[src/rtl/inv_mix_columns_iter.sv]
// ---------------------------------------------------------------------------
// inv_mix_columns_iter
//
// Purpose:
//   Iterative AES InvMixColumns stage for the decryption datapath. It accepts
//   one 128-bit state per valid/ready handshake. It then transforms LANES
//   columns per clock, in place, in a work register. It presents the finished
//   state with valid/ready back-pressure. A per-block bypass flag lets a block
//   take the same cycle timing while leaving its columns untouched.
//
// Ports:
//   clk            rising-edge clock
//   rst            asynchronous, active-low reset
//   in_valid       input block valid
//   in_ready       block can be accepted (IDLE only, low while in reset)
//   in_bypass      pass block through unmodified, sampled with the data
//   Mixed_Data     input state; byte k = [8k +: 8], column k/4, row k%4
//   out_valid      result valid (DONE state)
//   out_ready      downstream accepts result
//   Inv_Mixed_Data result state, same byte ordering; holds the last result
// ---------------------------------------------------------------------------
module inv_mix_columns_iter #(
    parameter int word_size  = 8,
    parameter int array_size = 16,
    parameter int LANES      = 1
) (
    input  logic                                clk,
    input  logic                                rst,
    input  logic                                in_valid,
    output logic                                in_ready,
    input  logic                                in_bypass,
    input  logic [0:array_size*word_size-1]     Mixed_Data,
    output logic                                out_valid,
    input  logic                                out_ready,
    output logic [0:array_size*word_size-1]     Inv_Mixed_Data
);

    localparam int STATE_W     = array_size * word_size;
    localparam int COL_W       = 4 * word_size;
    localparam int COLS_CYCLES = 4 / LANES;
    localparam int CNT_W       = (COLS_CYCLES > 1) ? $clog2(COLS_CYCLES) : 1;
    localparam logic [CNT_W-1:0] CNT_LAST = CNT_W'(COLS_CYCLES - 1);

    typedef enum logic [1:0] {
        S_IDLE = 2'd0,
        S_BUSY = 2'd1,
        S_DONE = 2'd2
    } state_t;

    state_t             r_state;
    state_t             w_state_next;
    logic [CNT_W-1:0]   r_cnt;
    logic [0:STATE_W-1] r_work;
    logic [0:STATE_W-1] r_out;
    logic [0:STATE_W-1] w_work_next;
    logic               r_bypass;

    // Per-lane column selection and transformed result.
    logic [1:0]         w_col_idx [LANES];
    logic [COL_W-1:0]   w_col_in  [LANES];
    logic [COL_W-1:0]   w_col_out [LANES];

    // ------------------------------------------------------------------
    // GF(2^8) helpers
    // ------------------------------------------------------------------
    function automatic logic [7:0] xtime(input logic [7:0] x);
        return {x[6:0], 1'b0} ^ (x[7] ? 8'h1B : 8'h00);
    endfunction

    // Column packed as {a0, a1, a2, a3}, row 0 in the top byte.
    function automatic logic [31:0] inv_mix_col(input logic [31:0] col);
        logic [7:0] a  [4];
        logic [7:0] x2 [4];
        logic [7:0] x4 [4];
        logic [7:0] x8 [4];
        logic [7:0] m9 [4];
        logic [7:0] mb [4];
        logic [7:0] md [4];
        logic [7:0] me [4];
        for (int i = 0; i < 4; i++) begin
            a[i]  = col[31-8*i -: 8];
            x2[i] = xtime(a[i]);
            x4[i] = xtime(x2[i]);
            x8[i] = xtime(x4[i]);
            m9[i] = x8[i] ^ a[i];
            mb[i] = x8[i] ^ x2[i] ^ a[i];
            md[i] = x8[i] ^ x4[i] ^ a[i];
            me[i] = x8[i] ^ x4[i] ^ x2[i];
        end
        return {me[0] ^ mb[1] ^ md[2] ^ m9[3],
                m9[0] ^ me[1] ^ mb[2] ^ md[3],
                md[0] ^ m9[1] ^ me[2] ^ mb[3],
                mb[0] ^ md[1] ^ m9[2] ^ me[3]};
    endfunction

    // ------------------------------------------------------------------
    // Lane datapath: lane gi works on column r_cnt*LANES + gi.
    // ------------------------------------------------------------------
    for (genvar gi = 0; gi < LANES; gi++) begin : g_lane
        assign w_col_idx[gi] = 2'((int'(r_cnt) * LANES + gi) % 4);
        assign w_col_in[gi]  = r_work[COL_W*w_col_idx[gi] +: COL_W];
        assign w_col_out[gi] = inv_mix_col(w_col_in[gi]);
    end

    // Work register with the current column group replaced. Only consumed
    // while BUSY, so it is not gated on state.
    always_comb begin
        w_work_next = r_work;
        if (!r_bypass) begin
            for (int l = 0; l < LANES; l++) begin
                w_work_next[COL_W*w_col_idx[l] +: COL_W] = w_col_out[l];
            end
        end
    end

    // ------------------------------------------------------------------
    // Control FSM
    // ------------------------------------------------------------------
    always_ff @(posedge clk or negedge rst) begin
        if (!rst) begin
            r_state <= S_IDLE;
        end else begin
            r_state <= w_state_next;
        end
    end

    always_comb begin
        w_state_next = r_state;
        in_ready     = 1'b0;
        out_valid    = 1'b0;
        case (r_state)
            S_IDLE: begin
                // Reset holds the FSM in IDLE, so mask ready while it is asserted.
                in_ready = rst;
                if (in_valid) begin
                    w_state_next = S_BUSY;
                end
            end
            S_BUSY: begin
                if (r_cnt == CNT_LAST) begin
                    w_state_next = S_DONE;
                end
            end
            S_DONE: begin
                out_valid = 1'b1;
                if (out_ready) begin
                    w_state_next = S_IDLE;
                end
            end
            default: begin
                w_state_next = S_IDLE;
            end
        endcase
    end

    // ------------------------------------------------------------------
    // Datapath registers
    // ------------------------------------------------------------------
    always_ff @(posedge clk or negedge rst) begin
        if (!rst) begin
            r_work   <= '0;
            r_out    <= '0;
            r_bypass <= 1'b0;
            r_cnt    <= '0;
        end else begin
            case (r_state)
                S_IDLE: begin
                    if (in_valid) begin
                        r_work   <= Mixed_Data;
                        r_bypass <= in_bypass;
                        r_cnt    <= '0;
                    end
                end
                S_BUSY: begin
                    r_work <= w_work_next;
                    if (r_cnt == CNT_LAST) begin
                        // Publish the state including the group finished this edge.
                        r_out <= w_work_next;
                        r_cnt <= '0;
                    end else begin
                        r_cnt <= r_cnt + 1'b1;
                    end
                end
                default: begin
                end
            endcase
        end
    end

    assign Inv_Mixed_Data = r_out;

endmodule

[config.mk]
export PLATFORM = sky130hd
export DESIGN_NAME = inv_mix_columns_iter
export DESIGN_NICKNAME = d
export VERILOG_FILES = /design/src/rtl/inv_mix_columns_iter.sv
export SDC_FILE = /design/constraint.sdc
export NUM_CORES = 1
export LEC_CHECK = 0
export ABC_CLOCK_PERIOD_IN_PS = 3300
export BUFFER_PORTS_ARGS = -buffer_cell sky130_fd_sc_hd__buf_2
export CORE_ASPECT_RATIO = 0.7
export CORE_MARGIN = 3
export CORE_UTILIZATION = 47
export CTS_CLUSTER_SIZE = 28
export DETAILED_ROUTE_END_ITERATION = 16
export PLACE_DENSITY = 0.78
export SYNTH_ARGS = -nofsm -noshare
export SYNTH_HDL_FRONTEND = slang
export SYNTH_SLANG_ARGS = --single-unit
[constraint.sdc]
create_clock -name clk -period 3.3 [get_ports clk]
set_input_delay 0.165 -clock clk [delete_from_list [all_inputs] [get_ports clk]]
set_output_delay 0.165 -clock clk [all_outputs]
set_load 0.05 [all_outputs]
# After elaboration in Yosys (flattened, before gate mapping)
# Index checks and enable logic that the tools add are counted.
[word_totals] ff_bits=261 in_bits=133 word_cells=96 output_inout_bits=130
[op_classes] n_shift=3 bitwise_logic=49 add_sub_neg=2 muxes=25 reduce_logical=6 n_eq_ne=6
[ops] cell="8-bit XOR" count=36
[ops] cell="128-bit two-way mux" count=2
[ops] cell="128-bit case mux with 2 select lines" count=1
[ops] cell="129-bit by 34-bit variable shift with 128-bit output, first input constant" count=1
[ops] cell="128-bit by 33-bit indexed part select with 129-bit output" count=1
[ops] cell="129-bit by 34-bit indexed part select with 128-bit output" count=1
[ops] cell="128-bit bitwise mux" count=1
[ops] cell="8-bit by 5-bit XOR with 8-bit output" count=12
[ops] cell="5-bit two-way mux" count=12
[ops] cell="33-bit negator with 34-bit output" count=1
[ops] cell="7-bit inverter with 33-bit output" count=1
[ops] cell="2-bit two-way mux" count=5
[ops] cell="2-bit inequality test, second input constant" count=3
[ops] cell="2-bit case mux with 3 select lines" count=1
[ops] cell="2-bit AND reduction" count=3
[ops] cell="2-bit == test, second input constant" count=2
[ops] cell="2-bit case mux with 2 select lines" count=1
[ops] cell="3-bit AND reduction" count=1
[ops] cell="2-bit by 1-bit adder with 2-bit output, second input constant" count=1
[ops] cell="2-bit by 1-bit == test with 1-bit output, second input constant" count=1
[ops] cell="2-bit zero test" count=1
[ops] cell="1-bit two-way mux" count=2
[ops] cell="2-bit nonzero test" count=1

# Logic depth before layout (Yosys ltp)
[logic_depth] depth_word=17 depth_mapped=12 ltp_nobuf=7

# Worst setup path after synthesis
# No wires, ideal clock.
[synth_timing] kind="flip-flop to flip-flop" startpoint="register r_cnt[0]" endpoint="register r_work[100] in the netlist's numbering" required_time_ns=3.174 path_slack_ns=0.056 period_less_slack_ns=3.244 path_stages_with_launch=9 arrival_time_ns=3.118 path_cell_list="dfrtp_1 > buf_6 > mux4_2 > xnor3_1 > xnor3_2 > xnor3_2 > xnor2_4 > nor2_1 > a221o_1"
[synth_between] elab_chain_len=15
[synth_lines] item="start: declaration" line="52" text="logic [CNT_W-1:0] r_cnt;"
[synth_lines] item="start signal: assignment" line="181" text="r_cnt <= r_cnt + 1'b1;"
[synth_lines] item="7-bit inverter with 33-bit output (not written as such) (*)" line="101, 111"
[synth_lines] item="128-bit by 33-bit indexed part select with 129-bit output" line="101" text="assign w_col_in[gi] = r_work[COL_W*w_col_idx[gi] +: COL_W];"
[synth_lines] item="8-bit by 5-bit XOR with 8-bit output / 5-bit two-way mux (equally long branches) (2 in series)" line="67" text="return {x[6:0], 1'b0} ^ (x[7] ? 8'h1B : 8'h00);"
[synth_lines] item="5-bit two-way mux / 8-bit by 5-bit XOR with 8-bit output (equally long branches)" line="67"
[synth_lines] item="8-bit by 5-bit XOR with 8-bit output" line="67"
[synth_lines] item="8-bit XOR (on tied branches) (2 in series)" line="86, 87, 88"
[synth_lines] item="8-bit XOR (on tied branches) (3 in series)"
[synth_lines] item="129-bit by 34-bit indexed part select with 128-bit output" line="111" text="w_work_next[COL_W*w_col_idx[l] +: COL_W] = w_col_out[l];"
[synth_lines] item="128-bit bitwise mux (*)" line="111"
[synth_lines] item="128-bit two-way mux (*)" line="109" text="if (!r_bypass) begin"
[synth_lines] item="128-bit case mux with 2 select lines (*)" line="166" text="case (r_state)"
[synth_lines] item="end signal: assignment" line="169" text="r_work <= Mixed_Data;"
[synth_lines] item="end signal: assignment" line="175" text="r_work <= w_work_next;"
[synth_lines] item="end: declaration" line="53" text="logic [0:STATE_W-1] r_work;"
# Mark *: on every way between the ends. The rest lies on a longest branch, timed or not.
# A chain may end at the register's enable or synchronous reset.

# Worst setup path after layout
[layout_timing] startpoint="register r_cnt[0]" endpoint="register r_out (netlist bit Inv_Mixed_Data[103])"
[layout_between] elab_chain_len=14
[layout_lines] item="7-bit inverter with 33-bit output (not written as such)" line="101, 111"
[layout_lines] item="128-bit by 33-bit indexed part select with 129-bit output" line="101"
[layout_lines] item="8-bit by 5-bit XOR with 8-bit output / 5-bit two-way mux (equally long branches) (2 in series)" line="67"
[layout_lines] item="5-bit two-way mux / 8-bit by 5-bit XOR with 8-bit output (equally long branches)" line="67"
[layout_lines] item="8-bit by 5-bit XOR with 8-bit output" line="67"
[layout_lines] item="8-bit XOR (on tied branches) (2 in series)" line="86, 87, 88"
[layout_lines] item="8-bit XOR (on tied branches) (3 in series)"
[layout_lines] item="129-bit by 34-bit indexed part select with 128-bit output" line="111"
[layout_lines] item="128-bit bitwise mux" line="111"
[layout_lines] item="128-bit two-way mux" line="109"
[layout_lines] item="end signal: assignment" line="178" text="r_out <= w_work_next;"
[layout_lines] item="end: declaration" line="54" text="logic [0:STATE_W-1] r_out;"
# Parallel ways exist; a longest one is shown, timed or not.

==> flow_summary.ini <==
[routing]
drt_pass1_iterations = 7
drt-total-wl_mm = 55.38
wire_per_inst_um = 25.20
routed_via_density = 6.232
drc_errors = 0
num_vias = 13700
drtIter0Drc = 1951
ant_nets = 0

[clock_network]
cts_tree = built
numCtsBuffers = 27
clock-sinks = 261
clkTransAtPathRegs_ns = 0.06
cts-root-buf = clkbuf_16
clk_latency_ns = 0.57
clock_path_buffers = 3
h-tree-depth = 1

[timing]
min_period_over_period = 0.9825
fmax_ghz = 0.3084
rsz0062_at_grt = true
whs_ns = 0.2073
slew_headroom = 0.3955
finClkSkew_ns = 0.03205
hold_viol = 0
period_minus_slack_ns = 3.242
worst_pin_slew_ns = 0.9046
report.final.slew_viol_count = 0
finalSetupViolations = 0

[setup_path]
cp.required_ns = 3.72
crit_type = flip-flop to flip-flop
slowest_stage = mux4_2
slowest_delay_ns = 0.56
crit_fanout = 6
cp.arrival_ns = 3.66
crit_chain = buf_12 > mux4_2 > xnor3_1 > xnor3_2 > xnor2_2 > buf_4 > xor2_2 > a221oi_1 > nor2_1
startpoint_type = flip-flop
worstSetupEndpointType = flip-flop

[synthesis]
synth_nets = 1495
synth_top_area_frac = 0.4617
syn-instance-count = 1358
synth_area_mm2 = 0.01415
synth_cell_types = 34
avgSynthCellArea_um2 = 10.42
synth_seq_area_share = 0.4617
synth_top_area_cell = dfrtp_1
yosys_register_bits = 261
ys_top_cells_by_area = dfrtp_1, xnor2_1, a22oi_1, o21ai_0, mux4_2
yosysWarnings = 0

[run_status]
status = complete, no violations

[placement]
dpl.hpwl_mm = 38.05
place_congestion = 1.002
port_buffers = 262

[layout]
area_delta_synth_final_pct = 35.42
layout_common_cells = buf_2, dfrtp_1, o21ai_0
fillers = 2248
n_antenna_cell = 0
final_common_cell = buf_2
nets = 1938
drive_gt1_frac = 0.3044
fin_util = 0.6544

[global_routing]
grtUsageTotal = 0.3378
grt-ovfl-total = 0
grt_pass1_wl_mm = 82.26
grt_pass1_vias = 13580
grt_max_degree = 107
antenna_found_initial = 0

[die]
floorplan.initialDensity = 0.4832
die_area_mm2 = 0.03225
die_h_um = 151.2
core_area_mm2 = 0.02928
rows = 52
die_w_um = 213.4
io_pins = 263

[job]
maxCapViolCount = 0

[min_path]
hp-class = primary input to asynchronous set/reset pin
==> path summary, 6_finish.rpt <==
check	start	endpoint	cells after the start	slack, ns
max	r_cnt[0]	Inv_Mixed_Data[103]	9	0.06
min	rst	Inv_Mixed_Data[23]	2	0.21
max reg2reg	r_cnt[0]	Inv_Mixed_Data[103]	9	0.06
min reg2reg	Inv_Mixed_Data[119]	Inv_Mixed_Data[119]	2	0.48
max in group asynchronous	rst	Inv_Mixed_Data[91]	3	2.09
min in group clk	in_valid	r_bypass	4	0.28
==> routing by layer <==
layer | global-route usage | up-vias | wire (um)
met5 | 0 | - | 0
met1 | 0.4968 | 6584 | 22460
met4 | 0.1099 | 0 | 1977
li1 | - | 5791 | -
met3 | 0.1043 | 169 | 7857
met2 | 0.4772 | 1153 | 23090
==> what timing repair did <==
action / CTS / global route
hold endpoints to repair: 210 / 0
buffers inserted: 0 / 7
pin swaps: 1 / 8
resized for setup: 7 / 37
endpoints found under the setup margin: 16 / 91
hold buffers: 131 / 0
==> registers in the layout, summed over array words and instances, names as in the netlist <==
name and count:
Inv_Mixed_Data 128, r_state 2, r_work 128, r_cnt 2, r_bypass 1
==> worst max-delay path: cells and delay by family, from the launching register on <==
kind	cells	cell delay [ns]
simple gates	1	0.09
buf+inv	2	0.31
flops	1	0.43
compound gates	1	0.42
mux	1	0.56
xor+xnor	4	1.27
==> final cells by class <==
cell class | instances | area [um2] | area share
Clock inverter | 12 | 116.4 | 0.006074
Multi-Input combinational cell | 972 | 7447 | 0.3887
Clock buffer | 36 | 759.5 | 0.03964
Tap cell | 378 | 473.0 | 0.02469
Inverter | 4 | 15.01 | 0.0007837
Timing Repair Buffer | 535 | 3815 | 0.1991
Sequential cell | 261 | 6533 | 0.3410
==> through the flow <==
step | std cells | TNS [ns] | instance area [um2] | setup slack (ns)
6_report | 2198 | 0 | 19160 | 0.05762
5_1_grt | 2198 | -0.1030 | 19160 | -0.04123
4_1_cts | 2191 | 0 | 18840 | 0.007194
3_5_place_dp | 2012 | -0.2676 | 16610 | -0.1289
3_3_place_gp | 2012 | -0.2734 | 16610 | -0.1718
2_1_floorplan | 1358 | 0 | 14150 | 0.05600
==> kinds of logic after synthesis <==
group	after synthesis	synth area share
compound gates	471	0.2043
mux	32	0.05094
fa+ha+maj	4	0.003538
buf+inv	125	0.03644
xor+xnor	199	0.1628
flops	261	0.4617
simple gates	266	0.08030
==> synth_stat cells (all sizes together) <==
cell and n:
and2 4, clkbuf 103, and3 34, nand2 64, o22ai 40, xnor2 128
buf 18, nand3 2, mux4 32, a32oi 3, a221oi 41, a21oi 105
inv 4, nand2b 12, dfrtp 261, nor2b 2, nor3 4, o31ai 2
xnor3 23, xor2 45, a22oi 122, a221o 1, o21ai 156, nor2 144
xor3 3, ha 4, a211oi 1
Power is left out: the tool's default activity adds up to more than one toggle a clock period on the data nets, which glitch-free logic cannot reach.
